==> config.mk <==
export PLATFORM = sky130hd
export DESIGN_NAME = dw_clr_seq_ctrl
export DESIGN_NICKNAME = d
export VERILOG_FILES = /design/src/rtl/dw_clr_seq_pkg.sv /design/src/rtl/dw_clr_seq_tmr.sv /design/src/rtl/dw_clr_seq_ctrl.sv
export SDC_FILE = /design/constraint.sdc
export NUM_CORES = 1
export LEC_CHECK = 0
export ABC_AREA = 1
export BUFFER_PORTS_ARGS = -buffer_cell sky130_fd_sc_hd__buf_4
export CAP_MARGIN = 0
export CORE_ASPECT_RATIO = 0.75
export CORE_MARGIN = 2
export CORE_UTILIZATION = 50
export CTS_CLUSTER_DIAMETER = 100
export CTS_CLUSTER_SIZE = 40
export DETAILED_ROUTE_END_ITERATION = 8
export GPL_TIMING_DRIVEN = 0
export PLACE_DENSITY = 0.79
export RECOVER_POWER = 50
export REMOVE_ABC_BUFFERS = 1
export SLEW_MARGIN = 5
export SYNTH_ARGS = -nofsm -noshare
export SYNTH_HDL_FRONTEND = slang
export SYNTH_SLANG_ARGS = --single-unit
==> constraint.sdc <==
create_clock -name clk_s -period 2.2 [get_ports clk_s]
set_clock_uncertainty 0.2 [all_clocks]
set_input_delay 0.22 -clock clk_s [delete_from_list [all_inputs] [get_ports clk_s]]
set_output_delay 0.22 -clock clk_s [all_outputs]
set_load 0.01 [all_outputs]
==> src/rtl/dw_clr_seq_pkg.sv <==
`default_nettype none
// ============================================================================
// Module   : dw_clr_seq_pkg
// Brief    : Shared types and helpers for the clear sequencer (FSM states,
//            counter width helper, gap counter width).
// Revision : 1.0 - initial release
// ============================================================================
package dw_clr_seq_pkg;

   // Sequencer states; the one unused 3-bit code is recovered to ST_IDLE.
   typedef enum logic [2:0] {
      ST_IDLE       = 3'd0,
      ST_ISSUE      = 3'd1,
      ST_WAIT_PROG  = 3'd2,
      ST_WAIT_CMPLT = 3'd3,
      ST_DONE       = 3'd4,
      ST_ABORT      = 3'd5,
      ST_GAP        = 3'd6
   } state_t;

   // Gap counter width; covers GAP_CYC up to 15.
   localparam int GAP_W = 4;

   // Width needed to hold the values 0..max_cyc inclusive.
   function automatic int cnt_w(input int max_cyc);
      return (max_cyc < 1) ? 1 : $clog2(max_cyc + 1);
   endfunction

endpackage : dw_clr_seq_pkg
`default_nettype wire

==> src/rtl/dw_clr_seq_tmr.sv <==
`default_nettype none
// ============================================================================
// Module   : dw_clr_seq_tmr
// Brief    : Loadable saturating up-counter with an equality compare flag.
//            Loading restarts the count at zero; counting stops at SAT_VAL.
// Revision : 1.0 - initial release
// ============================================================================
module dw_clr_seq_tmr #(
   parameter int W       = 8,
   parameter int SAT_VAL = 255,
   parameter int CMP_VAL = 255
) (
   input  logic clk,
   input  logic rst_n,
   input  logic i_init_n,
   input  logic i_load,
   input  logic i_en,
   output logic o_hit
);

   localparam logic [W-1:0] c_sat = W'(SAT_VAL);
   localparam logic [W-1:0] c_cmp = W'(CMP_VAL);

   logic [W-1:0] r_cnt;

   // Count up while enabled, hold at the saturation value, restart on load.
   always_ff @(posedge clk or negedge rst_n) begin
      if (!rst_n) begin
         r_cnt <= '0;
      end else if (!i_init_n) begin
         r_cnt <= '0;
      end else if (i_load) begin
         r_cnt <= '0;
      end else if (i_en && (r_cnt != c_sat)) begin
         r_cnt <= r_cnt + 1'b1;
      end
   end

   assign o_hit = (r_cnt == c_cmp);

endmodule : dw_clr_seq_tmr
`default_nettype wire

==> src/rtl/dw_clr_seq_ctrl.sv <==
`default_nettype none
// ============================================================================
// Module   : dw_clr_seq_ctrl
// Brief    : Source-domain clear sequencer. Merges pending per-agent clear
//            requests into one clr_s pulse, follows the synchronizer's
//            in-progress/complete handshake with a timeout, and reports
//            per-agent completion or error.
// Revision : 1.0 - initial release
// ============================================================================
module dw_clr_seq_ctrl
   import dw_clr_seq_pkg::*;
#(
   parameter int NUM_REQ = 4,
   parameter int TMO_CYC = 255,
   parameter int GAP_CYC = 2
) (
   input  logic               clk_s,
   input  logic               rst_s_n,
   input  logic               init_s_n,
   input  logic [NUM_REQ-1:0] req,
   output logic [NUM_REQ-1:0] done,
   output logic               done_err,
   output logic               busy,
   output logic               err_sticky,
   output logic               clr_s,
   input  logic               clr_in_prog_s,
   input  logic               clr_cmplt_s
);

   localparam int c_tmo_w = cnt_w(TMO_CYC);

   state_t               r_state;
   logic [NUM_REQ-1:0]   r_pend;
   logic [NUM_REQ-1:0]   r_own;
   logic [NUM_REQ-1:0]   r_done;
   logic                 r_done_err;
   logic                 r_busy;
   logic                 r_err_sticky;
   logic                 r_clr_s;

   logic                 w_pend_any;
   logic                 w_tmo_load;
   logic                 w_tmo_en;
   logic                 w_tmo_hit;
   logic                 w_gap_hit;

   assign w_pend_any = |r_pend;
   assign w_tmo_load = (r_state == ST_ISSUE);
   assign w_tmo_en   = (r_state == ST_WAIT_PROG) || (r_state == ST_WAIT_CMPLT);

   // Timeout counter: restarts in ISSUE, saturates at TMO_CYC so it never wraps.
   dw_clr_seq_tmr #(
      .W       (c_tmo_w),
      .SAT_VAL (TMO_CYC),
      .CMP_VAL (TMO_CYC)
   ) u_tmo (
      .clk      (clk_s),
      .rst_n    (rst_s_n),
      .i_init_n (init_s_n),
      .i_load   (w_tmo_load),
      .i_en     (w_tmo_en),
      .o_hit    (w_tmo_hit)
   );

   generate
      if (GAP_CYC > 0) begin : g_gap
         logic w_gap_load;
         logic w_gap_en;

         assign w_gap_load = (r_state == ST_DONE) || (r_state == ST_ABORT);
         assign w_gap_en   = (r_state == ST_GAP);

         // Gap counter: starts at 0 on GAP entry, flags the last gap cycle.
         dw_clr_seq_tmr #(
            .W       (GAP_W),
            .SAT_VAL (GAP_CYC - 1),
            .CMP_VAL (GAP_CYC - 1)
         ) u_gap (
            .clk      (clk_s),
            .rst_n    (rst_s_n),
            .i_init_n (init_s_n),
            .i_load   (w_gap_load),
            .i_en     (w_gap_en),
            .o_hit    (w_gap_hit)
         );
      end else begin : g_no_gap
         // GAP is never entered, so the flag is irrelevant.
         assign w_gap_hit = 1'b1;
      end
   endgenerate

   // Pending-request accumulator; ISSUE hands every pending bit to the round
   // and keeps only requests arriving in that same cycle for the next one.
   always_ff @(posedge clk_s or negedge rst_s_n) begin
      if (!rst_s_n) begin
         r_pend <= '0;
      end else if (!init_s_n) begin
         r_pend <= '0;
      end else if (r_state == ST_ISSUE) begin
         r_pend <= req;
      end else begin
         r_pend <= r_pend | req;
      end
   end

   // Sequencer FSM with registered outputs; outputs are set on the edge that
   // enters the state they belong to, so they line up with the state.
   always_ff @(posedge clk_s or negedge rst_s_n) begin
      if (!rst_s_n) begin
         r_state      <= ST_IDLE;
         r_own        <= '0;
         r_done       <= '0;
         r_done_err   <= 1'b0;
         r_busy       <= 1'b0;
         r_err_sticky <= 1'b0;
         r_clr_s      <= 1'b0;
      end else if (!init_s_n) begin
         r_state      <= ST_IDLE;
         r_own        <= '0;
         r_done       <= '0;
         r_done_err   <= 1'b0;
         r_busy       <= 1'b0;
         r_err_sticky <= 1'b0;
         r_clr_s      <= 1'b0;
      end else begin
         // Pulse outputs default low each cycle.
         r_clr_s    <= 1'b0;
         r_done     <= '0;
         r_done_err <= 1'b0;

         case (r_state)
            ST_IDLE: begin
               // A foreign clear in progress holds off our issue.
               if (w_pend_any && !clr_in_prog_s) begin
                  r_state <= ST_ISSUE;
                  r_clr_s <= 1'b1;
                  r_busy  <= 1'b1;
               end
            end

            ST_ISSUE: begin
               r_own   <= r_pend;
               r_state <= ST_WAIT_PROG;
            end

            ST_WAIT_PROG: begin
               // Completion wins over both the progress flag and the timeout.
               if (clr_cmplt_s) begin
                  r_state <= ST_DONE;
                  r_done  <= r_own;
               end else if (clr_in_prog_s) begin
                  r_state <= ST_WAIT_CMPLT;
               end else if (w_tmo_hit) begin
                  r_state      <= ST_ABORT;
                  r_done       <= r_own;
                  r_done_err   <= 1'b1;
                  r_err_sticky <= 1'b1;
               end
            end

            ST_WAIT_CMPLT: begin
               if (clr_cmplt_s) begin
                  r_state <= ST_DONE;
                  r_done  <= r_own;
               end else if (w_tmo_hit) begin
                  r_state      <= ST_ABORT;
                  r_done       <= r_own;
                  r_done_err   <= 1'b1;
                  r_err_sticky <= 1'b1;
               end
            end

            ST_DONE, ST_ABORT: begin
               r_own <= '0;
               if (GAP_CYC == 0) begin
                  r_state <= ST_IDLE;
                  r_busy  <= 1'b0;
               end else begin
                  r_state <= ST_GAP;
               end
            end

            ST_GAP: begin
               if (w_gap_hit) begin
                  r_state <= ST_IDLE;
                  r_busy  <= 1'b0;
               end
            end

            default: begin
               r_state <= ST_IDLE;
               r_own   <= '0;
               r_busy  <= 1'b0;
            end
         endcase
      end
   end

   assign done       = r_done;
   assign done_err   = r_done_err;
   assign busy       = r_busy;
   assign err_sticky = r_err_sticky;
   assign clr_s      = r_clr_s;

endmodule : dw_clr_seq_ctrl
`default_nettype wire

### Yosys cells after proc, flatten, opt, wreduce, memory -nomap -nowiden

Index checks and enable logic that the tools add are counted.

* register bits: 31
* bits of input ports: 9
* output and inout bits: 8
* logic and storage cells: 90

* add/sub/neg operators: 2
* eq/ne operators: 20
* multiplexer cells: 43
* bitwise logic cells: 1
* reductions and logical operators: 14

Operator list (number)
* 2-to-1 mux 4 bit: 11
* 2-to-1 mux 8 bit: 3
* 2-to-1 mux 3 bit: 7
* one-hot mux 3 bit (6 select lines): 1
* 2-to-1 mux 1 bit: 16
* one-hot mux 4 bit (2 select lines): 2
* != test 3 bit (second input constant): 5
* equality test 3 bit (second input constant): 3
* != test 3 x 1 -> 1 bit (second input constant): 3
* adder 8 x 1 -> 8 bit (second input constant): 1
* equality test 8 bit (second input constant): 1
* != test 8 bit (second input constant): 1
* OR reduction 4 bit: 2
* equality test 3 x 2 -> 1 bit (second input constant): 2
* OR reduction 5 bit: 1
* adder 4 x 1 -> 4 bit (second input constant): 1
* equality test 4 x 1 -> 1 bit (second input constant): 1
* != test 2 bit (second input constant): 2
* != test 4 x 1 -> 1 bit (second input constant): 1
* bitwise OR 4 bit: 1
* one-hot mux 1 bit (2 select lines): 2
* AND reduction 4 bit: 1
* equality test 3 x 1 -> 1 bit (second input constant): 1
* logical AND 1 bit: 3
* 7 further kinds: 8

### Logic depth before layout (Yosys ltp)

* word-level depth: 6
* mapped depth: 9
* mapped depth without buffers: 9

### Hierarchy

Synthesis repeated with hierarchy kept, for this count alone.

* cell total of the unflattened synthesis: 246
* area total of the unflattened synthesis: 1890.6 µm²

By module, submodules not included
* dw_clr_seq_ctrl: times used 1, cells an instance 129, area each 1033.5 µm², sequential area each 475.5 µm²
* dw_clr_seq_tmr (u_tmo): times used 1, cells an instance 79, area each 568.0 µm², sequential area each 200.2 µm²
* dw_clr_seq_tmr (g_gap.u_gap): times used 1, cells an instance 38, area each 289.0 µm², sequential area each 100.1 µm²

### Least setup slack after synthesis

Ideal clock, no wire load.

* path kind: register to register
* start point: register u_tmo.r_cnt[1]
* end point: register u_tmo.r_cnt[5]
* arrival: 1237 ps
* data required time: 1880 ps
* setup slack: 643 ps
* stages on the path, launching flop included: 9
* path buffers: 0
* period minus slack after synthesis: 1557 ps
* cell sequence: dfrtp_1 -> ha_1 -> nand2_1 -> nor2_1 -> nand2_1 -> nand2_4 -> nand2_4 -> a21oi_1 -> nor2_1

* word-level cells in the longest chain between the ends: 4
* elaborated cells on any way between the ends: 7
* those cells by class: add/sub (1); eq/ne (2); mux (3); reduce/logical (1)

RTL lines
* start, declared: RTL line dw_clr_seq_tmr.sv:24 `logic [W-1:0] r_cnt;`
* start signal, assigned: RTL line dw_clr_seq_tmr.sv:35 `r_cnt <= r_cnt + 1'b1;`
* adder 8 x 1 -> 8 bit: RTL line dw_clr_seq_tmr.sv:35
* 2-to-1 mux 8 bit: RTL line dw_clr_seq_tmr.sv:34 `end else if (i_en && (r_cnt != c_sat)) begin`
* 2-to-1 mux 8 bit: RTL line dw_clr_seq_tmr.sv:32 `end else if (i_load) begin`
* 2-to-1 mux 8 bit: RTL line dw_clr_seq_tmr.sv:30 `end else if (!i_init_n) begin`

Parallel ways exist; a longest one is shown, timed or not. The select of a mux whose other input is x is not followed.
A chain may end at the register's enable or synchronous reset.

### Final worst setup path

* start point: register u_tmo.r_cnt[1]
* end point: register u_tmo.r_cnt[2]

Same word-level chain as after synthesis.

==> impl_metrics.csv <==
group,metric,value,unit
worst_setup_path,criticalPathCategory,"reg2reg",
finish,antenna-diode-count,0,
finish,syn_to_final_growth,19.1,%
logic_synthesis,syn-cell-area,1520,um2
global_route,vias_in_the_first_global_route,1314,
logic_synthesis,ys_seq_elements,31,
floorplanning,dieHeight,51.7,um
cts,clkSlewWorstSetupHoldPaths,60,ps
finish,layout-drive-gt1-share,0.144,
finish,final_design_area_no_fill,1810,um2
routing,dr.pass1.iters,6,
placement,detailedPlacementHpwl,2320,um
timing,max_slew.worst_pin.slew,753,ps
cts,clkLatencyLatePin,290,ps
logic_synthesis,yosysWarningCount,0,
logic_synthesis,post-synth-top-area-cell,"dfrtp_1",
run,cap_violations,0,
floorplanning,fp-row-count,17,
worst_setup_path,endpoint_type_of_the_worst_setup_path,"register",
cts,cts-buffers-inserted,5,
timing,post_route_setup_tns,0,ps
worst_setup_path,path_max_fanout,7,
finish,stdcell_count,247,
placement,dpl_cell_area,1670,um2
worst_setup_path,critical_path_arrival,1770,ps
timing,number_of_failing_setup_endpoints_in_the_final_timing_report,0,
timing,layout_worst_path_cycle_share,0.815,
logic_synthesis,async_reset_ff_frac,1.00,
outcome,result_of_the_run,"finished, final reports clean",
placement,cell_count_after_placement,234,
routing,routedWlPerCell,13.8,um
timing,final_max_slew_viol_count,0,
cts,clockBufferDepth,2,
finish,filler_cell_count,233,
finish,final_nets,220,
cts,htree_num_levels,2,
min_path,path_category_of_the_worst_min_delay_check,"in2reg",
power_and_ir_drop,vdd_drop_max,0.588,mV
routing,route.antenna.remaining_nets,0,
cts,cts_num_sinks,31,
routing,num_vias,1370,
finish,layout_commonest_cell,"nand2_1",
routing,post_drt_via_cell_ratio,5.55,
finish,ff_latch_area,776,um2
logic_synthesis,sequential_to_total_area_share_from_yosys_stat,0.512,
timing,final-hold-violation-count,0,
logic_synthesis,synth_top_flop_cell,"dfrtp_1",
routing,drc,0,
timing,slew_margin_rel,0.498,
floorplanning,initial_core_util,0.520,
floorplanning,num_io_pins,17,
timing,grt_setup_unrepaired,"false",
global_route,grt_max_degree,32,
logic_synthesis,netlist.area_leader.share,0.512,
power_and_ir_drop,power.density_cell_area,877,nW/um2
timing,max_clk_rate,0.558,GHz
cts,cts_tree,"done",
floorplanning,die_area,3490,um2
logic_synthesis,syn_area_per_cell,8.33,um2
finish,layout_common_cells,"nand2_1, dfrtp_1, nor2_1",
cts,clock-root-buffer,"clkbuf_8",
routing,postRouteWirelength,3410,um
global_route,globalRouteTotalUtil,0.232,
finish,multi_input_gate_area,659,um2
placement,globalplace.congestion,0.815,
global_route,grt_antenna_before_repair,0,
routing,detailedRoute.firstIterationViolations,87,
logic_synthesis,yosysUniqueCellTypes,23,
worst_setup_path,crit_path_start_kind,"register",
power_and_ir_drop,p_leak,0.825,nW
global_route,grt_overflow_total,0,
timing,final_critical_period,1790,ps
worst_setup_path,cp.required,2170,ps
floorplanning,fp.coreArea,2910,um2
logic_synthesis,synth_edf_count,0,
logic_synthesis,netlist_instances,182,
global_route,grt_pass1_wl,5710,um
floorplanning,die_width,67.6,um
placement,place.port_buffers,16,
logic_synthesis,leading_cell_types_by_total_area_after_synthesis,"dfrtp_1, nand2_1, nand3_1",
-- area by class of cell --
class / instances / share of cell area
Timing Repair Buffer: 21 / 0.0845
Sequential cell: 31 / 0.429
Clock buffer: 8 / 0.0554
Inverter: 19 / 0.0395
Multi-Input combinational cell: 130 / 0.365
Tap cell: 38 / 0.0263
-- flip-flops by register name (all words and copies together), names as in the netlist, 3 cells and up --
register	cells
u_tmo.r_cnt	8
r_state	3
g_gap.u_gap.r_cnt	4
r_pend	4
done	4
r_own	4
-- metal layers --
layer | part of all wire | track usage | vias to the layer above
met3 | 0.054 | 0.0887 | 6
met5 | 0 | 0 | -
met1 | 0.43 | 0.280 | 667
li1 | - | - | 654
met2 | 0.50 | 0.373 | 43
met4 | 0.016 | 0.0918 | 0
-- critical path, cell delays in order (launching register included) --
cell     delay [ps]
dfrtp_1         380
ha_1            180
nand2_1          90
nor2_1          220
nand2_1         190
nand2_4         150
nand2_4          80
a21oi_1         140
nor2_1           60
-- what timing repair did --
item,CTS,global route
buffers inserted,0,0
gates resized for setup,0,0
hold buffers,5,0
hold endpoints to repair,35,0
-- stage by stage --
stage | hold slack, ps | utilization | worst slack [ps] | total power (W)
after floorplan | -276 | - | 643 | 0.000964
after global placement | -33.8 | 0.574 | 485 | 0.00106
after detailed placement | -26.4 | 0.574 | 447 | 0.00109
after CTS | 34.2 | 0.626 | 434 | 0.00159
after global routing | 64.9 | 0.620 | 261 | 0.00168
final | 44.2 | 0.620 | 406 | 0.00158
-- cell families (layout without fill, tap and decap cells) --
family / after synthesis / after routing / share of synthesized area
DFF: 31 / 31 / 0.512
adders and majority gates: 3 / 3 / 0.0248
buffers and inverters: 21 / 48 / 0.0536
AOI/OAI and AO/OA: 32 / 32 / 0.112
and+or+nand+nor: 94 / 94 / 0.291
muxes: 1 / 1 / 0.00660
-- path summary, 6_finish.rpt --
check	cells past startpoint	from	slack, ps	to
hold reg to reg	2	err_sticky	300	err_sticky
setup reg to reg	8	u_tmo.r_cnt[1]	410	u_tmo.r_cnt[2]
setup / recovery	8	u_tmo.r_cnt[1]	410	u_tmo.r_cnt[2]
hold / removal	4	clr_in_prog_s	40	clr_s
max in group asynchronous	2	rst_s_n	940	r_own[2]
min in group asynchronous	2	rst_s_n	380	g_gap.u_gap.r_cnt[0]
-- power breakdown --
| part | internal [W] | total, W | switching, W | leakage (nW) |
|---|---|---|---|---|
| sequential | 0.000636 | 0.000684 | 0.0000480 | 0.421 |
| combinational | 0.000132 | 0.000407 | 0.000275 | 0.352 |
| clock | 0.000285 | 0.000494 | 0.000209 | 0.0515 |
-- Yosys cell counts, types with 3 or more instances --
library cell   n
nand2_1       43
dfrtp_1       31
nor2_1        19
nand3_1       18
inv_1         17
o21ai_0       15
a21oi_1        8
o22ai_1        5
ha_1           3
nor2_4         3
nor3_1         3
Note: power is estimated with default switching activity, not from simulation.
